--- src/rtl/bcd_countdown_timer.sv ---
`default_nettype none
// ============================================================================
// Module   : bcd_countdown_timer
// Brief    : MM:SS BCD countdown timer with load/start/pause and expiry flags.
// Revision : 1.0 - initial release
// ============================================================================
module bcd_countdown_timer #(
    parameter int N = 4
) (
    input  logic             clk,
    input  logic             reset,
    input  logic             tick,
    input  logic             load,
    input  logic [4*N-1:0]   setValue,
    input  logic             start,
    input  logic             pause,
    output logic [4*N-1:0]   q,
    output logic             running,
    output logic             expired,
    output logic             done
);

    typedef enum logic [1:0] {
        S_IDLE    = 2'd0,
        S_RUN     = 2'd1,
        S_PAUSED  = 2'd2,
        S_EXPIRED = 2'd3
    } state_t;

    state_t          r_state;
    state_t          w_state_nxt;
    logic [4*N-1:0]  r_q;
    logic [4*N-1:0]  w_q_nxt;
    logic            r_done;
    logic            w_done_nxt;

    logic [N-1:0]    w_mt, w_mu, w_st, w_su;
    logic [N-1:0]    w_ld_mt, w_ld_mu, w_ld_st, w_ld_su;
    logic [4*N-1:0]  w_q_dec;
    logic            w_q_zero;

    assign w_mt = r_q[4*N-1:3*N];
    assign w_mu = r_q[3*N-1:2*N];
    assign w_st = r_q[2*N-1:N];
    assign w_su = r_q[N-1:0];

    // Out-of-range digits clamp to their maximum so q always stays valid BCD.
    assign w_ld_mt = (setValue[4*N-1:3*N] > 4'd9) ? 4'd9 : setValue[4*N-1:3*N];
    assign w_ld_mu = (setValue[3*N-1:2*N] > 4'd9) ? 4'd9 : setValue[3*N-1:2*N];
    assign w_ld_st = (setValue[2*N-1:N]   > 4'd5) ? 4'd5 : setValue[2*N-1:N];
    assign w_ld_su = (setValue[N-1:0]     > 4'd9) ? 4'd9 : setValue[N-1:0];

    assign w_q_zero = (r_q == '0);

    // Borrow chain; only evaluated in RUN where q is never zero.
    always_comb begin
        logic b_st, b_mu, b_mt;
        logic [N-1:0] n_mt, n_mu, n_st, n_su;
        b_st = (w_su == 4'd0);
        b_mu = b_st && (w_st == 4'd0);
        b_mt = b_mu && (w_mu == 4'd0);
        n_su = (w_su == 4'd0) ? 4'd9 : w_su - 4'd1;
        n_st = b_st ? ((w_st == 4'd0) ? 4'd5 : w_st - 4'd1) : w_st;
        n_mu = b_mu ? ((w_mu == 4'd0) ? 4'd9 : w_mu - 4'd1) : w_mu;
        n_mt = b_mt ? ((w_mt == 4'd0) ? 4'd0 : w_mt - 4'd1) : w_mt;
        w_q_dec = {n_mt, n_mu, n_st, n_su};
    end

    always_comb begin
        w_state_nxt = r_state;
        w_q_nxt     = r_q;
        w_done_nxt  = 1'b0;
        if (load) begin
            w_q_nxt     = {w_ld_mt, w_ld_mu, w_ld_st, w_ld_su};
            w_state_nxt = S_IDLE;
        end else begin
            case (r_state)
                S_IDLE, S_PAUSED: begin
                    if (start && !w_q_zero) begin
                        w_state_nxt = S_RUN;
                    end
                end
                S_RUN: begin
                    if (pause) begin
                        w_state_nxt = S_PAUSED;
                    end else if (tick) begin
                        w_q_nxt = w_q_dec;
                        if (w_q_dec == '0) begin
                            w_state_nxt = S_EXPIRED;
                            w_done_nxt  = 1'b1;
                        end
                    end
                end
                S_EXPIRED: begin
                    w_state_nxt = S_EXPIRED;
                end
                default: begin
                    w_state_nxt = S_IDLE;
                end
            endcase
        end
    end

    always_ff @(posedge clk) begin
        if (reset) begin
            r_state <= S_IDLE;
            r_q     <= '0;
            r_done  <= 1'b0;
        end else begin
            r_state <= w_state_nxt;
            r_q     <= w_q_nxt;
            r_done  <= w_done_nxt;
        end
    end

    assign q       = r_q;
    assign running = (r_state == S_RUN);
    assign expired = (r_state == S_EXPIRED);
    assign done    = r_done;

endmodule
`default_nettype wire
--- config.mk ---
export PLATFORM = sky130hd
export DESIGN_NAME = bcd_countdown_timer
export DESIGN_NICKNAME = d
export VERILOG_FILES = /design/src/rtl/bcd_countdown_timer.sv
export SDC_FILE = /design/constraint.sdc
export NUM_CORES = 1
export LEC_CHECK = 0
export CAP_MARGIN = 20
export CORE_UTILIZATION = 40
export CTS_CLUSTER_SIZE = 16
export DETAILED_ROUTE_END_ITERATION = 10
export GPL_ROUTABILITY_DRIVEN = 0
export MAX_ROUTING_LAYER = met4
export PLACE_DENSITY = 0.82
export SETUP_SLACK_MARGIN = 0.4
export SLEW_MARGIN = 20
export SYNTH_ARGS = -nofsm -noshare
export SYNTH_HDL_FRONTEND = slang
export SYNTH_SLANG_ARGS = --single-unit
--- constraint.sdc ---
create_clock -name clk -period 1.92 [get_ports clk]
set_input_delay 0.384 -clock clk [delete_from_list [all_inputs] [get_ports clk]]
set_output_delay 0.384 -clock clk [all_outputs]
set_load 0.05 [all_outputs]
==> flow_summary.yaml <==
worst_setup_path:
  cp-end-kind: "register"
  timing.rr.end: "q[13]"
  reg2reg_depth: 4
  crit_path_max_incr_delay_ns: 0.54
  path_depth: 4
  crit_family: "simple AND/OR/NAND/NOR gates"
  cp_max_fo: 5
  worstSetupPathType: "register to register"
  path_cells: "or4_4, or4b_4, mux2i_1, a31oi_1"
  crit_path_end: "q[13]"
  critPathBufInv: 0
  rr_startpoint: "q[2]"
  cp.arrival_ns: 1.97
  required_ns: 2.11
  crit_slowest_cell: "or4b_4"
  cp-start-kind: "register"
  rrSetupSlack_ns: 0.14
  critPathLaunch: "q[2]"
pwr:
  power_leakage_nw: 0.767
  vdd_drop_max_mv: 0.388
  power_density_mw_per_mm2: 547
clock_tree:
  clk_pin_slew_worst_paths_ns: 0.11
  htree_levels: 1
  cts_tree: "yes"
  cts.sinks: 19
  clock_latency_ns: 0.30
  cts-hold-fix-buffers: 0
  cts_made_buffers: 3
  clockBufferDepth: 2
  clockRootBuffer: "clkbuf_4"
die:
  fp-row-count: 19
  die_height_um: 56.7
  die_x_um: 56.7
  start_util_pct: 42.7
  coreArea_mm2: 0.00281
  pin_count: 41
  die-area_mm2: 0.00322
synthesis:
  synthCells: 145
  yosysMostFrequentCell: "dfxtp_1"
  yosys-top-cells-count: "19 x dfxtp_1, 14 x nor2_1, 9 x o21ai_0"
  synth.net_count: 167
  yosysSeqAreaShare_pct: 31.8
  yosys_warnings: 0
  synth.largest_area_cell: "dfxtp_1"
  synthArstFlopShare_pct: 0
  synth_area_mm2: 0.00120
  syn_avg_cell_area_um2: 8.26
  yosys_register_bits: 19
  synth_area_leaders: "dfxtp_1 32%, nor2_1 4.4%, o21ai_0 3.8%, a211oi_1 3.1%, nor4_1 3.1%"
  yosys.area.top_type_share_pct: 31.8
  synth_edf_count: 0
  synth.distinct_cells: 50
  ys.flop_type: "dfxtp_1"
grt:
  grt_pass1_vias: 1341
  grt_overflow_total: 0
  antenna_found_initial: 0
  track_usage_pct: 23.6
  grt_max_degree: 15
  grt_pass1_wl_um: 5820
timing:
  tightest_slew_ns: 0.366
  slew_violations: 0
  grt_setup_unrepaired: "true"
  fin_skew_ns: 0.00441
  finalSetupViolations: 0
  maxSlewHeadroom_pct: 75.0
  finalSetupTns_ns: 0
  period_minus_slack_ns: 1.78
  post-route-period-util_pct: 92.5
  finalHoldViolCount: 0
  fmax_ghz: 0.563
layout:
  drive_above_1_share_pct: 44.1
  stdcell_area_mm2: 0.00195
  antenna_cells: 0
  area_growth_pct: 62.6
  finalNetCount: 227
  final_core_util_pct: 69.4
routing:
  final_antenna_net_count: 0
  first_pass_iters: 7
  drt_iter0_markers: 48
  drt_wl_total_um: 3810
  wl_per_cell_um: 16.2
  via_per_inst: 5.94
  vias: 1397
  drc: 6
placement:
  io_buffer_count: 40
  place_area_mm2: 0.00169
  hpwl_um: 2520
status:
  outcome: "complete, but fails checks"
  violations: "DRC"
job:
  maxCapViolCount: 0
worst_hold_path:
  hold_class: "register to register"
-- worst min-delay path, stage by stage (launching register included) --
cell and delay (ns):
dfxtp_1 0.36, nand2_1 0.07, nor2_1 0.04
-- state kept, by name (all words and copies together), names as in the netlist --
name and count:
done 1, r_state 2, q 16
-- cell families (layout without fill, tap and decap cells) --
group | after synthesis | in the layout | share of synthesized area [%]
multiplexers | 3 | 3 | 2.51
AO/OA/AOI/OAI | 45 | 45 | 26.2
flip-flops | 19 | 19 | 31.8
XOR/XNOR | 3 | 3 | 2.19
buffers and inverters | 17 | 76 | 7.31
AND/OR/NAND/NOR | 58 | 58 | 30.0
-- cell type report --
cell class / count / area [µm²]
fill: 228 / 858
multi-input combinational: 109 / 887
timing repair buffer: 65 / 552
inverter: 7 / 26.3
sequential: 19 / 417
tap: 31 / 38.8
clock buffer: 4 / 26.3
-- power breakdown --
group          internal (mW)  switching, mW
clock                 0.0809          0.125
sequential             0.417         0.0436
combinational          0.183          0.216
-- layout by cell type, fill, tap and decap left out, drive strengths merged, types with 2 or more instances in the layout --
cell,count
clkdlybuf4s50,19
nor4b,2
o21ai,9
mux2i,3
nor2,14
or4b,2
o21a,2
dfxtp,19
nand2,7
xnor2,3
a311oi,2
nand4,2
o311ai,2
a21oi,7
nor4,7
o22ai,2
o311a,2
or2,3
nor3,4
a31oi,3
clkbuf,6
nor4bb,2
or3,4
o31a,3
a211oi,5
inv,7
buf,41
clkdlybuf4s15,2
nand3,2
-- metrics by stage --
step	power (mW)	setup WS, ns	hold WS, ns	std cells
final	1.07	0.145	0.493	235
after global routing	1.12	0.0926	0.514	235
after CTS	1.04	0.144	0.484	231
after detailed placement	0.808	-0.310	0.469	220
after global placement	0.798	-0.301	0.462	220
after floorplan	0.682	-0.0666	0.483	145
-- metal layers --
metal | up-vias | share of wire [%] | global-route usage (%)
met5 | - | 0 | -
met3 | 8 | 6.3 | 2.53
met1 | 662 | 41 | 28.2
met4 | 0 | 1.5 | 9.64
li1 | 673 | - | -
met2 | 54 | 51 | 40.1
-- worst min path at each step --
| stage | startpoint | to | slack, ns | depth (start not counted) |
|---|---|---|---|---|
| floorplan | r_state[0] | r_state[1] | 0.48 | 2 |
| global placement | q[7] | q[7] | 0.46 | 2 |
| detailed placement | q[7] | q[7] | 0.47 | 2 |
| CTS | q[7] | q[7] | 0.48 | 2 |
| global route | pause | r_state[1] | 0.51 | 4 |
| finish | q[7] | q[7] | 0.49 | 2 |
-- what timing repair did --
action,CTS,global route
endpoints found under the hold margin,0,0
pin swaps,11,7
gates resized for setup,26,16
gates cloned,1,0
endpoints found under the setup margin,21,21
setup buffers,6,4
Note: power is estimated with default switching activity, not from simulation.
